### src/rtl/blink_pkg.sv
// blink_pkg: shared port addresses and register bit positions for the blink RTC.
package blink_pkg;
    typedef enum logic [7:0] {
        ADDR_B0 = 8'hB0,
        ADDR_B1 = 8'hB1,
        ADDR_B4 = 8'hB4,
        ADDR_B5 = 8'hB5,
        ADDR_D0 = 8'hD0,
        ADDR_D1 = 8'hD1,
        ADDR_D2 = 8'hD2,
        ADDR_D3 = 8'hD3,
        ADDR_D4 = 8'hD4
    } port_e;
    localparam int COM_RESTIM = 4;
    localparam int INT_GINT   = 0;
    localparam int INT_TIME   = 1;
    localparam int STA_TIME   = 1;
    localparam int T_TICK     = 0;
    localparam int T_SEC      = 1;
    localparam int T_MIN      = 2;
endpackage

### src/rtl/blink_prescaler.sv
// blink_prescaler: divides mck into a one-cycle tick every TICK_DIV cycles.
module blink_prescaler #(
    parameter int TICK_DIV = 49152
) (
    input  logic mck,
    input  logic rin_n,
    input  logic clr,
    output logic tick
);
    localparam int W = TICK_DIV > 1 ? $clog2(TICK_DIV) : 1;
    logic [W-1:0] cnt_q, cnt_d;
    always_comb begin
        tick  = !clr && cnt_q == W'(TICK_DIV - 1);
        cnt_d = (clr || tick) ? '0 : cnt_q + 1'b1;
    end
    always_ff @(posedge mck or negedge rin_n) begin
        if (!rin_n) cnt_q <= '0;
        else        cnt_q <= cnt_d;
    end
endmodule

### src/rtl/blink_rtc.sv
// blink_rtc: tick/second/minute counters with maskable timer interrupts
// on the blink I/O register bus.
module blink_rtc
    import blink_pkg::*;
#(
    parameter int TICK_DIV      = 49152,
    parameter int TICKS_PER_SEC = 200,
    parameter int SECS_PER_MIN  = 60,
    parameter int MIN_W         = 21
) (
    input  logic       mck,
    input  logic       rin_n,
    input  logic       iow,
    input  logic       ior,
    input  logic [7:0] addr,
    input  logic [7:0] wdata,
    output logic [7:0] rdata,
    output logic       rvalid,
    output logic       intb_n
);
    logic             tick, hold, wrap0, wrap1, rd, hit, unused;
    logic             restim_q, restim_d, intb_q, intb_d, rvalid_q, rvalid_d;
    logic [1:0]       int_q, int_d;
    logic [2:0]       tmk_q, tmk_d, tsta_q, tsta_d, ev;
    logic [7:0]       tim0_q, tim0_d, tim1_q, tim1_d, sh_tim1_q, sh_tim1_d;
    logic [7:0]       rdata_q, rdata_d, rd_val, sta;
    logic [MIN_W-1:0] timm_q, timm_d, sh_timm_q, sh_timm_d;
    logic [23:0]      timm_x;

    assign unused = ^{wdata[7:5], wdata[3]};

    // Held off on the RESTIM write edge too, so the first tick after release
    // lands a full TICK_DIV cycles later and a same-edge tick is discarded.
    blink_prescaler #(.TICK_DIV(TICK_DIV)) u_pre (
        .mck   (mck),
        .rin_n (rin_n),
        .clr   (hold),
        .tick  (tick)
    );

    always_comb begin
        restim_d  = (iow && addr == ADDR_B0) ? wdata[COM_RESTIM] : restim_q;
        hold      = restim_q | restim_d;
        int_d     = (iow && addr == ADDR_B1) ? wdata[1:0] : int_q;
        tmk_d     = (iow && addr == ADDR_B5) ? wdata[2:0] : tmk_q;
        wrap0     = tick && tim0_q == 8'(TICKS_PER_SEC - 1);
        wrap1     = wrap0 && tim1_q == 8'(SECS_PER_MIN - 1);
        ev        = '0;
        ev[T_TICK] = tick & !hold;
        ev[T_SEC]  = wrap0 & !hold;
        ev[T_MIN]  = wrap1 & !hold;
        tsta_d    = (tsta_q & ~((iow && addr == ADDR_B4) ? wdata[2:0] : 3'b0)) | ev;
        tim0_d    = (hold || wrap0) ? '0 : tick ? tim0_q + 8'd1 : tim0_q;
        tim1_d    = (hold || wrap1) ? '0 : wrap0 ? tim1_q + 8'd1 : tim1_q;
        timm_d    = hold ? '0 : wrap1 ? timm_q + 1'b1 : timm_q;
        rd        = ior && !iow;
        hit       = addr inside {ADDR_B1, ADDR_B5, ADDR_D0, ADDR_D1, ADDR_D2, ADDR_D3, ADDR_D4};
        sh_tim1_d = (rd && addr == ADDR_D0) ? tim1_q : sh_tim1_q;
        sh_timm_d = (rd && addr == ADDR_D0) ? timm_q : sh_timm_q;
        timm_x    = 24'(sh_timm_q);
        sta       = '0;
        sta[STA_TIME] = |(tsta_q & tmk_q);
        rd_val    = addr == ADDR_B1 ? sta :
                    addr == ADDR_B5 ? {5'b0, tsta_q} :
                    addr == ADDR_D0 ? tim0_q :
                    addr == ADDR_D1 ? sh_tim1_q :
                    addr == ADDR_D2 ? timm_x[7:0] :
                    addr == ADDR_D3 ? timm_x[15:8] : timm_x[23:16];
        rvalid_d  = rd && hit;
        rdata_d   = rvalid_d ? rd_val : rdata_q;
        intb_d    = !(int_q[INT_GINT] & int_q[INT_TIME] & |(tsta_q & tmk_q));
    end

    always_ff @(posedge mck or negedge rin_n) begin
        if (!rin_n) begin
            restim_q  <= 1'b0;
            int_q     <= '0;
            tmk_q     <= '0;
            tsta_q    <= '0;
            tim0_q    <= '0;
            tim1_q    <= '0;
            timm_q    <= '0;
            sh_tim1_q <= '0;
            sh_timm_q <= '0;
            rdata_q   <= '0;
            rvalid_q  <= 1'b0;
            intb_q    <= 1'b1;
        end else begin
            restim_q  <= restim_d;
            int_q     <= int_d;
            tmk_q     <= tmk_d;
            tsta_q    <= tsta_d;
            tim0_q    <= tim0_d;
            tim1_q    <= tim1_d;
            timm_q    <= timm_d;
            sh_tim1_q <= sh_tim1_d;
            sh_timm_q <= sh_timm_d;
            rdata_q   <= rdata_d;
            rvalid_q  <= rvalid_d;
            intb_q    <= intb_d;
        end
    end

    assign rdata  = rdata_q;
    assign rvalid = rvalid_q;
    assign intb_n = intb_q;
endmodule

### config.mk
export PLATFORM = sky130hd
export DESIGN_NAME = blink_rtc
export DESIGN_NICKNAME = d
export VERILOG_FILES = /design/src/rtl/blink_pkg.sv /design/src/rtl/blink_prescaler.sv /design/src/rtl/blink_rtc.sv
export SDC_FILE = /design/constraint.sdc
export NUM_CORES = 1
export LEC_CHECK = 0
export ABC_CLOCK_PERIOD_IN_PS = 7400
export BUFFER_PORTS_ARGS = -buffer_cell sky130_fd_sc_hd__buf_2
export CORE_MARGIN = 3
export CORE_UTILIZATION = 25
export CTS_CLUSTER_DIAMETER = 120
export DETAILED_ROUTE_END_ITERATION = 7
export HOLD_SLACK_MARGIN = 0.12
export PLACE_DENSITY = 0.46
export SYNTH_ARGS = -nofsm -noshare
export SYNTH_HDL_FRONTEND = slang
export SYNTH_SLANG_ARGS = --single-unit
### constraint.sdc
create_clock -name mck -period 7.4 [get_ports mck]
set_input_delay 1.85 -clock mck [delete_from_list [all_inputs] [get_ports mck]]
set_output_delay 1.85 -clock mck [all_outputs]
set_load 0.02 [all_outputs]
==> reports/metrics.yaml, run 1 <==
routing:
  routedWlPerCell_um: 15.1
  first_iter_violations: 237
  ant_nets: 0
  first_pass_iters: 4
  vias: 3708
  drt_wl_total_um: 11600
  drcViolationCount: 0
  routed_via_density: 4.83
sta:
  setup_viol: 0
  layout_min_cycle_time_ns: 3.70
  rsz0062_at_grt: "false"
  finalHoldViolations: 0
  max-slew-margin-rel: 0.183
  tightest_slew_ns: 1.22
  finalMaxSlewViolations: 0
  tns_ns: 0
  finalCritPeriodShare: 0.500
  max_freq_ghz: 0.270
  clock_skew_ns: 0.00661
clock_tree:
  ctsHoldBuffers: 0
  numCtsBuffers: 9
  clk_pin_slew_ns: 0.07
  clock-sinks: 101
  cts_tree: "yes"
  h-tree-depth: 3
  clkLatencyLatePin_ns: 0.36
  post_cts_buffers: 0
  clockRootBuffer: "clkbuf_16"
  cts_resized: 0
  clk_path_buf_depth: 2
finish:
  stdcell_count: 768
  drive_above_1_share: 0.171
  seq_area_um2: 2530
  finalNetCount: 522
  multi_input_area_um2: 2290
  fin_area_um2: 5680
  area_growth_pct: 14.0
  antenna_cells: 0
  fillerInstances: 2063
yosys:
  synth_cell_types: 51
  synth-seq-cells: 101
  yosysWarnings: 0
  yosysMostFrequentCell: "dfrtp_1"
  synth_nets: 510
  post-synth-top-area-cell: "dfrtp_1"
  synth_edf_count: 0
  avgSynthCellArea_um2: 10.3
  synth_commonest_cells: "100 x dfrtp_1, 43 x nand2_1, 37 x nor2_1"
  synth-async-reset-ratio: 1.00
  netlist_instances: 486
  synth_area_leaders: "dfrtp_1 50%, mux2_2 7.0%, a21oi_1 3.3%"
  synth_area_um2: 4980
  synth-main-ff-cell: "dfrtp_1"
  ys_seq_area_frac: 0.507
  synth_top_cell_area_share: 0.502
power_and_ir_drop:
  leakage_nw: 2.41
  p_per_area_nw_per_um2: 259
  ir_drop_v: 0.0000997
floorplanning:
  die_width_um: 147
  fp.coreArea_um2: 19500
  placementRows: 51
  die_area_um2: 21700
  die_h_um: 147
  io_pins: 30
  start_util: 0.255
worst_setup_path:
  path_max_fanout: 19
  arrival_ns: 3.97
  cp-end-kind: "flop"
  cp-start-kind: "input pin"
  path_class: "input pin to flop"
  cp_data_required_time_ns: 7.67
place:
  gp_congestion: 0.753
  io_buffers: 25
  post_dp_cell_area_um2: 5350
  place_inst: 752
  dpl.hpwl_um: 8050
global_route:
  grt_pass1_vias: 3814
  gr-total-overflow: 0
  grt_max_degree: 63
  grt_pass1_wl_um: 19900
  antenna_found_initial: 0
  grt.total_usage: 0.114
outcome:
  status: "completed"
worst_hold_path:
  hold_class: "flop to flop"
job:
  maxCapViolCount: 0
metal layers:
layer	GRT usage	up-vias	wire, um
met5	0	-	0
met4	0.0326	0	133
met1	0.150	1860	5620
met2	0.183	54	5400
li1	-	1781	-
met3	0.0318	13	434
sequential cells by signal, summed over array words and instances, names as in the netlist, 8 cells and up:
name / count
sh_timm_q: 21
timm_q: 21
u_pre.cnt_q: 16
rdata: 8
sh_tim1_q: 8
tim0_q: 8
tim1_q: 8
placed cells by master, fill, tap and decap left out, drive strengths merged, types with 5 or more instances in the layout:
cell type	n
or3	14
mux2	31
dfrtp	100
and4	5
nor4	5
nand4b	5
nand4	11
or4	8
nor2	37
nand2	43
mux4	5
xnor2	16
xor2	10
nor3	8
a21oi	33
buf	28
and3	6
o31ai	8
o21ai	32
clkbuf	11
and2	5
nand3	22
inv	13
metrics by stage:
step                worst slack, ns  hold slack (ns)  utilization  power, mW
global placement               3.37            0.411        0.274      0.936
global route                   3.45            0.464        0.291       1.55
floorplan                      3.78            0.399            -      0.865
CTS                            3.67            0.437        0.291       1.49
detailed placement             3.29            0.427        0.274      0.947
finish                         3.70            0.434        0.291       1.47
power by group:
group	switching (mW)	internal, mW	leakage, nW	total, mW
Combinational	0.0989	0.0842	0.909	0.183
Clock	0.215	0.316	0.162	0.530
Sequential	0.116	0.640	1.34	0.756
Total	0.429	1.04	2.41	1.47
critical path, stage by stage:
cell and delay (ns):
buf_2 0.34, nor3b_1 0.17, a41oi_1 0.80, nand2_1 0.54, nor2_1 0.26
kinds of logic (layout without fill, tap and decap cells):
logic type / count (synthesis) / count (layout) / synth area share
XOR/XNOR: 26 / 26 / 0.0457
AND/OR/NAND/NOR: 187 / 187 / 0.201
adder cells (fa/ha/maj): 4 / 4 / 0.0100
AO/OA/AOI/OAI: 89 / 89 / 0.103
multiplexers: 40 / 40 / 0.101
buffers and inverters: 39 / 56 / 0.0326
flip-flops: 101 / 101 / 0.507
layout make-up:
| type | instances | share of cell area |
|---|---|---|
| clock buffers | 11 | 0.0445 |
| clock inverters | 5 | 0.0143 |
| inverters | 12 | 0.00793 |
| multi-input cells | 346 | 0.404 |
| flip-flops and latches | 101 | 0.445 |
| well taps | 265 | 0.0583 |
| repair buffers | 28 | 0.0264 |
worst paths after layout:
check | startpoint | end | slack [ns] | depth (start not counted)
worst max-delay path | addr[0] | u_pre.cnt_q[14] | 3.70 | 5
worst min-delay path | int_q[0] | intb_n | 0.43 | 1
worst max register to register | u_pre.cnt_q[0] | timm_q[19] | 4.26 | 6
worst min register to register | int_q[0] | intb_n | 0.43 | 1
max in group asynchronous | rin_n | u_pre.cnt_q[1] | 4.76 | 2
min in group asynchronous | rin_n | timm_q[18] | 1.46 | 1
Note: power is estimated with default switching activity, not from simulation.
==> inputs of run 2 (changes only) <==
- ABC_CLOCK_PERIOD_IN_PS: 7400 -> 3700
- clock period: 7.4 -> 3.7 ns (I/O delays scaled with it)
==> run 2 against run 1 <==
Effect of this change: final area rose by 1.1%; worst hold slack got worse by 0.0067 ns; critical endpoint is now timm_q[20]; sequential power rose by 100%; clock skew barely moved; sequential cell count did not move; largest power group unchanged.
==> reports/metrics.yaml, run 2 (synthesis results as in run 1) <==
outcome:
  status: "completed"
worst_hold_path:
  hold_path_end: "intb_n"
  hold_class: "flop to flop"
  hold_depth: 1
  worstHoldStart: "int_q[0]"
place:
  dpl.hpwl_um: 8310
  io_buffers: 25
  pre_cts_ws_ns: 0.582
  gp_congestion: 0.745
finish:
  area_growth_pct: 15.3
  reg_top3: "sh_timm_q x21, timm_q x21, u_pre.cnt_q x16"
  fillerInstances: 2055
  layout_common_cells: "100 x dfrtp_1, 43 x nand2_1, 37 x nor2_1"
  final_util: 0.294
  finalNetCount: 527
  final_common_cell: "dfrtp_1"
  drive_above_1_share: 0.179
  seq_area_um2: 2530
  multi_input_area_um2: 2290
  antenna_cells: 0
clock_tree:
  clk_path_buf_depth: 2
  numCtsBuffers: 9
  h-tree-depth: 3
  post_cts_buffers: 0
  clock-sinks: 101
  cts_tree: "yes"
  clockRootBuffer: "clkbuf_16"
  clkLatencyLatePin_ns: 0.35
  cts_resized: 0
  ctsHoldBuffers: 0
  clk_pin_slew_ns: 0.07
floorplanning:
  io_pins: 30
  die_h_um: 147
  die_width_um: 147
  die_area_um2: 21700
  start_util: 0.255
  fp.coreArea_um2: 19500
  placementRows: 51
routing:
  first_iter_violations: 288
  routed_via_density: 4.75
  drcViolationCount: 0
  vias: 3674
  ant_nets: 0
  first_pass_iters: 4
  drt_wl_total_um: 11800
  routedWlPerCell_um: 15.3
worst_setup_path:
  path_max_fanout: 26
  r2r_end: "timm_q[20]"
  r2r_slack_ns: 0.59
  cp-end-kind: "flop"
  r2r_start: "u_pre.cnt_q[0]"
  critPathTopFamily: "simple AND/OR/NAND/NOR gates"
  crit_chain: "ha_1 > nand4b_1 > or4_1 > or4_4 > or4_1 > a21oi_1"
  path_class: "flop to flop"
  cp_data_required_time_ns: 3.98
  cp-start-kind: "flop"
  crit_top_cell: "or4_1"
  r2r_cells: 6
  crit_slowest_cell: "or4_4"
  slowest_delay_ns: 0.75
  arrival_ns: 3.39
  path_buf_inv: 0
sta:
  tns_ns: 0
  max-slew-margin-rel: 0.386
  setup_viol: 0
  finalHoldViolations: 0
  finalCritPeriodShare: 0.841
  worst_slack_ns: 0.589
  clock_skew_ns: 0.00625
  tightest_slew_ns: 0.912
  finalMaxSlewViolations: 0
  max_freq_ghz: 0.321
  rsz0062_at_grt: "false"
  layout_min_cycle_time_ns: 3.11
power_and_ir_drop:
  p_per_area_nw_per_um2: 520
  leakage_nw: 2.44
  ir_drop_v: 0.000185
  total_power_mw: 2.99
global_route:
  grt_pass1_vias: 3710
  gr-total-overflow: 0
  grt.total_usage: 0.114
  grt_pass1_wl_um: 19900
  grt_max_degree: 61
  antenna_found_initial: 0
job:
  maxCapViolCount: 0
## run 2: cell types whose count changed in the layout (fill, tap and decap cells not counted)
cell	change
buf_4	+4
clkbuf_8	-2
buf_12	+1
bufinv_16	+1
clkinv_2	-1
clkinv_4	+1
clkinvlp_4	+1
## run 2: power by group
part	internal (mW)	switching [mW]	leakage [nW]
logic	0.172	0.202	0.936
registers	1.28	0.231	1.34
clock network	0.665	0.439	0.162
total	2.12	0.872	2.44
## run 2: area by class of cell
class	count	area share
clock buffers	9	0.0392
clock inverters	7	0.0213
inverters	12	0.00784
multi-input cells	346	0.399
flip-flops and latches	101	0.440
well taps	265	0.0577
repair buffers	33	0.0348
## run 2: worst max path at each step
| stage | from | endpoint | slack, ns | depth (start not counted) |
|---|---|---|---|---|
| 2_1_floorplan | u_pre.cnt_q[0] | timm_q[19] | 0.90 | 9 |
| 3_3_place_gp | u_pre.cnt_q[0] | timm_q[20] | 0.66 | 6 |
| 3_5_place_dp | u_pre.cnt_q[0] | timm_q[19] | 0.58 | 6 |
| 4_1_cts | u_pre.cnt_q[0] | timm_q[20] | 0.55 | 6 |
| 5_1_grt | u_pre.cnt_q[1] | timm_q[20] | 0.36 | 6 |
| 6_report | u_pre.cnt_q[0] | timm_q[20] | 0.59 | 6 |
## run 2: metal layers
metal	global-route usage	wire length [um]
met2	0.179	5530
met3	0.0321	479
met5	0	0
met1	0.156	5690
met4	0.0317	140
## run 2: through the flow
| step | cells | hold WS (ns) | cell area, um^2 |
|---|---|---|---|
| floorplan | 486 | 0.399 | 4980 |
| global placement | 757 | 0.413 | 5400 |
| CTS | 773 | 0.433 | 5750 |
| detailed placement | 757 | 0.424 | 5400 |
| finish | 773 | 0.427 | 5750 |
| global route | 773 | 0.450 | 5750 |
==> inputs of run 3 (changes only) <==
- ABC_AREA: default -> 1
- ABC_CLOCK_PERIOD_IN_PS: 3700 -> 2900
- PLACE_DENSITY: 0.46 -> 0.45
- clock period: 3.7 -> 2.9 ns (I/O delays scaled with it)
==> run 3 against run 2 <==
Effect of this change: die area is 11% higher; critical endpoint is now timm_q[3]; worst hold slack worse by 0.15 ns; synthesized cell count is 47% higher; largest power group unchanged; routed wire length rose by 19%; utilization is essentially flat; non-clock buffer count is 1 higher; final area up 9.6%.
==> reports/metrics.yaml, run 3 <==
sta:
  clock_skew_ns: 0.00900
  layout_min_cycle_time_ns: 2.13
  worst_slack_ns: 0.769
  max-slew-margin-rel: 0.542
  tightest_slew_ns: 0.687
  finalHoldViolations: 0
  rsz0062_at_grt: "false"
  finalCritPeriodShare: 0.735
  tns_ns: 0
  setup_viol: 0
  max_freq_ghz: 0.469
  finalMaxSlewViolations: 0
global_route:
  gr-total-overflow: 0
  grt_pass1_vias: 4574
  grt_max_degree: 56
  grt_pass1_wl_um: 24100
  antenna_found_initial: 0
  grt.total_usage: 0.125
clock_tree:
  cts_resized: 0
  clk_pin_slew_ns: 0.07
  cts_tree: "yes"
  clockRootBuffer: "clkbuf_16"
  h-tree-depth: 3
  clk_path_buf_depth: 2
  post_cts_buffers: 0
  clkLatencyLatePin_ns: 0.35
  ctsHoldBuffers: 0
  clock-sinks: 101
  numCtsBuffers: 9
routing:
  routedWlPerCell_um: 13.7
  first_pass_iters: 4
  drt_wl_total_um: 14100
  first_iter_violations: 295
  vias: 4540
  routed_via_density: 4.42
  ant_nets: 0
  drcViolationCount: 0
place:
  io_buffers: 25
  gp_congestion: 0.829
  pre_cts_ws_ns: 0.463
  dpl.hpwl_um: 10400
finish:
  final_common_cell: "nand2_1"
  reg_top3: "sh_timm_q x21, timm_q x21, u_pre.cnt_q x16"
  drive_above_1_share: 0.112
  layout_common_cells: "184 x nand2_1, 100 x dfrtp_1, 86 x inv_1"
  area_growth_pct: 13.8
  finalNetCount: 770
  antenna_cells: 0
power_and_ir_drop:
  leakage_nw: 2.88
  ir_drop_v: 0.000233
  p_per_area_nw_per_um2: 440
yosys:
  post-synth-top-area-cell: "dfrtp_1"
  synth-async-reset-ratio: 1.00
  synth-seq-cells: 101
  synth_cell_types: 38
  ys_seq_area_frac: 0.457
  synth_area_um2: 5540
  synth_top_cell_area_share: 0.452
  synth-main-ff-cell: "dfrtp_1"
  yosysWarnings: 0
  synth_edf_count: 0
  avgSynthCellArea_um2: 7.73
  synth_nets: 740
  synth_area_leaders: "dfrtp_1 45%, nand2_1 12%, inv_1 5.8%"
  synth_commonest_cells: "184 x nand2_1, 100 x dfrtp_1, 86 x inv_1"
  yosysMostFrequentCell: "nand2_1"
  netlist_instances: 716
worst_setup_path:
  cp-start-kind: "flop"
  cp_data_required_time_ns: 3.19
  crit_slowest_cell: "o31ai_4"
  path_max_fanout: 18
  path_class: "flop to flop"
  arrival_ns: 2.42
  crit_chain: "ha_1 > nand3_4 > o31ai_4 > buf_12 > nand2_1 > o21ai_2"
  critPathTopFamily: "compound AO/OA/AOI/OAI gates"
  path_buf_inv: 1
  cp-end-kind: "flop"
  slowest_delay_ns: 0.69
outcome:
  status: "completed"
floorplanning:
  fp.coreArea_um2: 21400
  die_width_um: 155
  placementRows: 53
  die_h_um: 155
  io_pins: 30
  start_util: 0.258
  die_area_um2: 24000
worst_hold_path:
  hold_class: "input pin to asynchronous set/reset pin"
job:
  maxCapViolCount: 0
-- run 3: layout make-up --
class / instances / area [um^2]
clock buffers: 13 / 270
fillers: 2361 / 15100
well taps: 275 / 344
inverters: 92 / 352
flip-flops and latches: 101 / 2530
multi-input cells: 508 / 2560
clock inverters: 3 / 20.0
repair buffers: 34 / 220
-- run 3: routing by layer --
metal / track usage / up-vias / part of all wire
li1: - / 2370 / -
met1: 0.177 / 2107 / 0.51
met2: 0.195 / 55 / 0.44
met3: 0.0294 / 8 / 0.036
met4: 0.0252 / 0 / 0.0081
met5: 0 / - / 0
-- run 3: report_power, final --
group / internal [mW] / leakage (nW) / switching (mW)
registers: 1.42 / 1.40 / 0.00610
clock network: 0.652 / 0.138 / 0.548
logic: 0.0373 / 1.34 / 0.113
total: 2.11 / 2.88 / 0.667
-- run 3: logic make-up (layout without fill, tap and decap cells) --
group	Yosys count	in the layout	share of synthesized area
compound gates	96	96	0.0927
mux	3	3	0.00610
fa+ha+maj	4	4	0.00904
buf+inv	107	142	0.0802
flops	101	101	0.457
xor+xnor	33	33	0.0522
simple gates	372	372	0.303
-- run 3: final timing paths --
| kind | startpoint | endpoint | slack, ns | cells past startpoint |
|---|---|---|---|---|
| worst max register to register | tim0_q[0] | timm_q[3] | 0.77 | 6 |
| worst min-delay path | rin_n | timm_q[4] | 0.27 | 1 |
| worst min register to register | int_q[0] | intb_n | 0.44 | 1 |
| max in group asynchronous | rin_n | tim1_q[6] | 1.88 | 2 |
| min in group mck | int_q[0] | intb_n | 0.44 | 1 |
| worst max-delay path | tim0_q[0] | timm_q[3] | 0.77 | 6 |
-- run 3: stage by stage --
step / hold slack [ns] / std cells / util / instance area, um^2 / total power [mW]
finish: 0.275 / 1026 / 0.294 / 6300 / 2.77
global route: 0.288 / 1026 / 0.294 / 6300 / 2.90
CTS: 0.284 / 1026 / 0.294 / 6300 / 2.84
detailed placement: 0.421 / 1010 / 0.280 / 6010 / 1.61
global placement: 0.417 / 1010 / 0.280 / 6010 / 1.61
floorplan: 0.400 / 716 / - / 5540 / 1.53
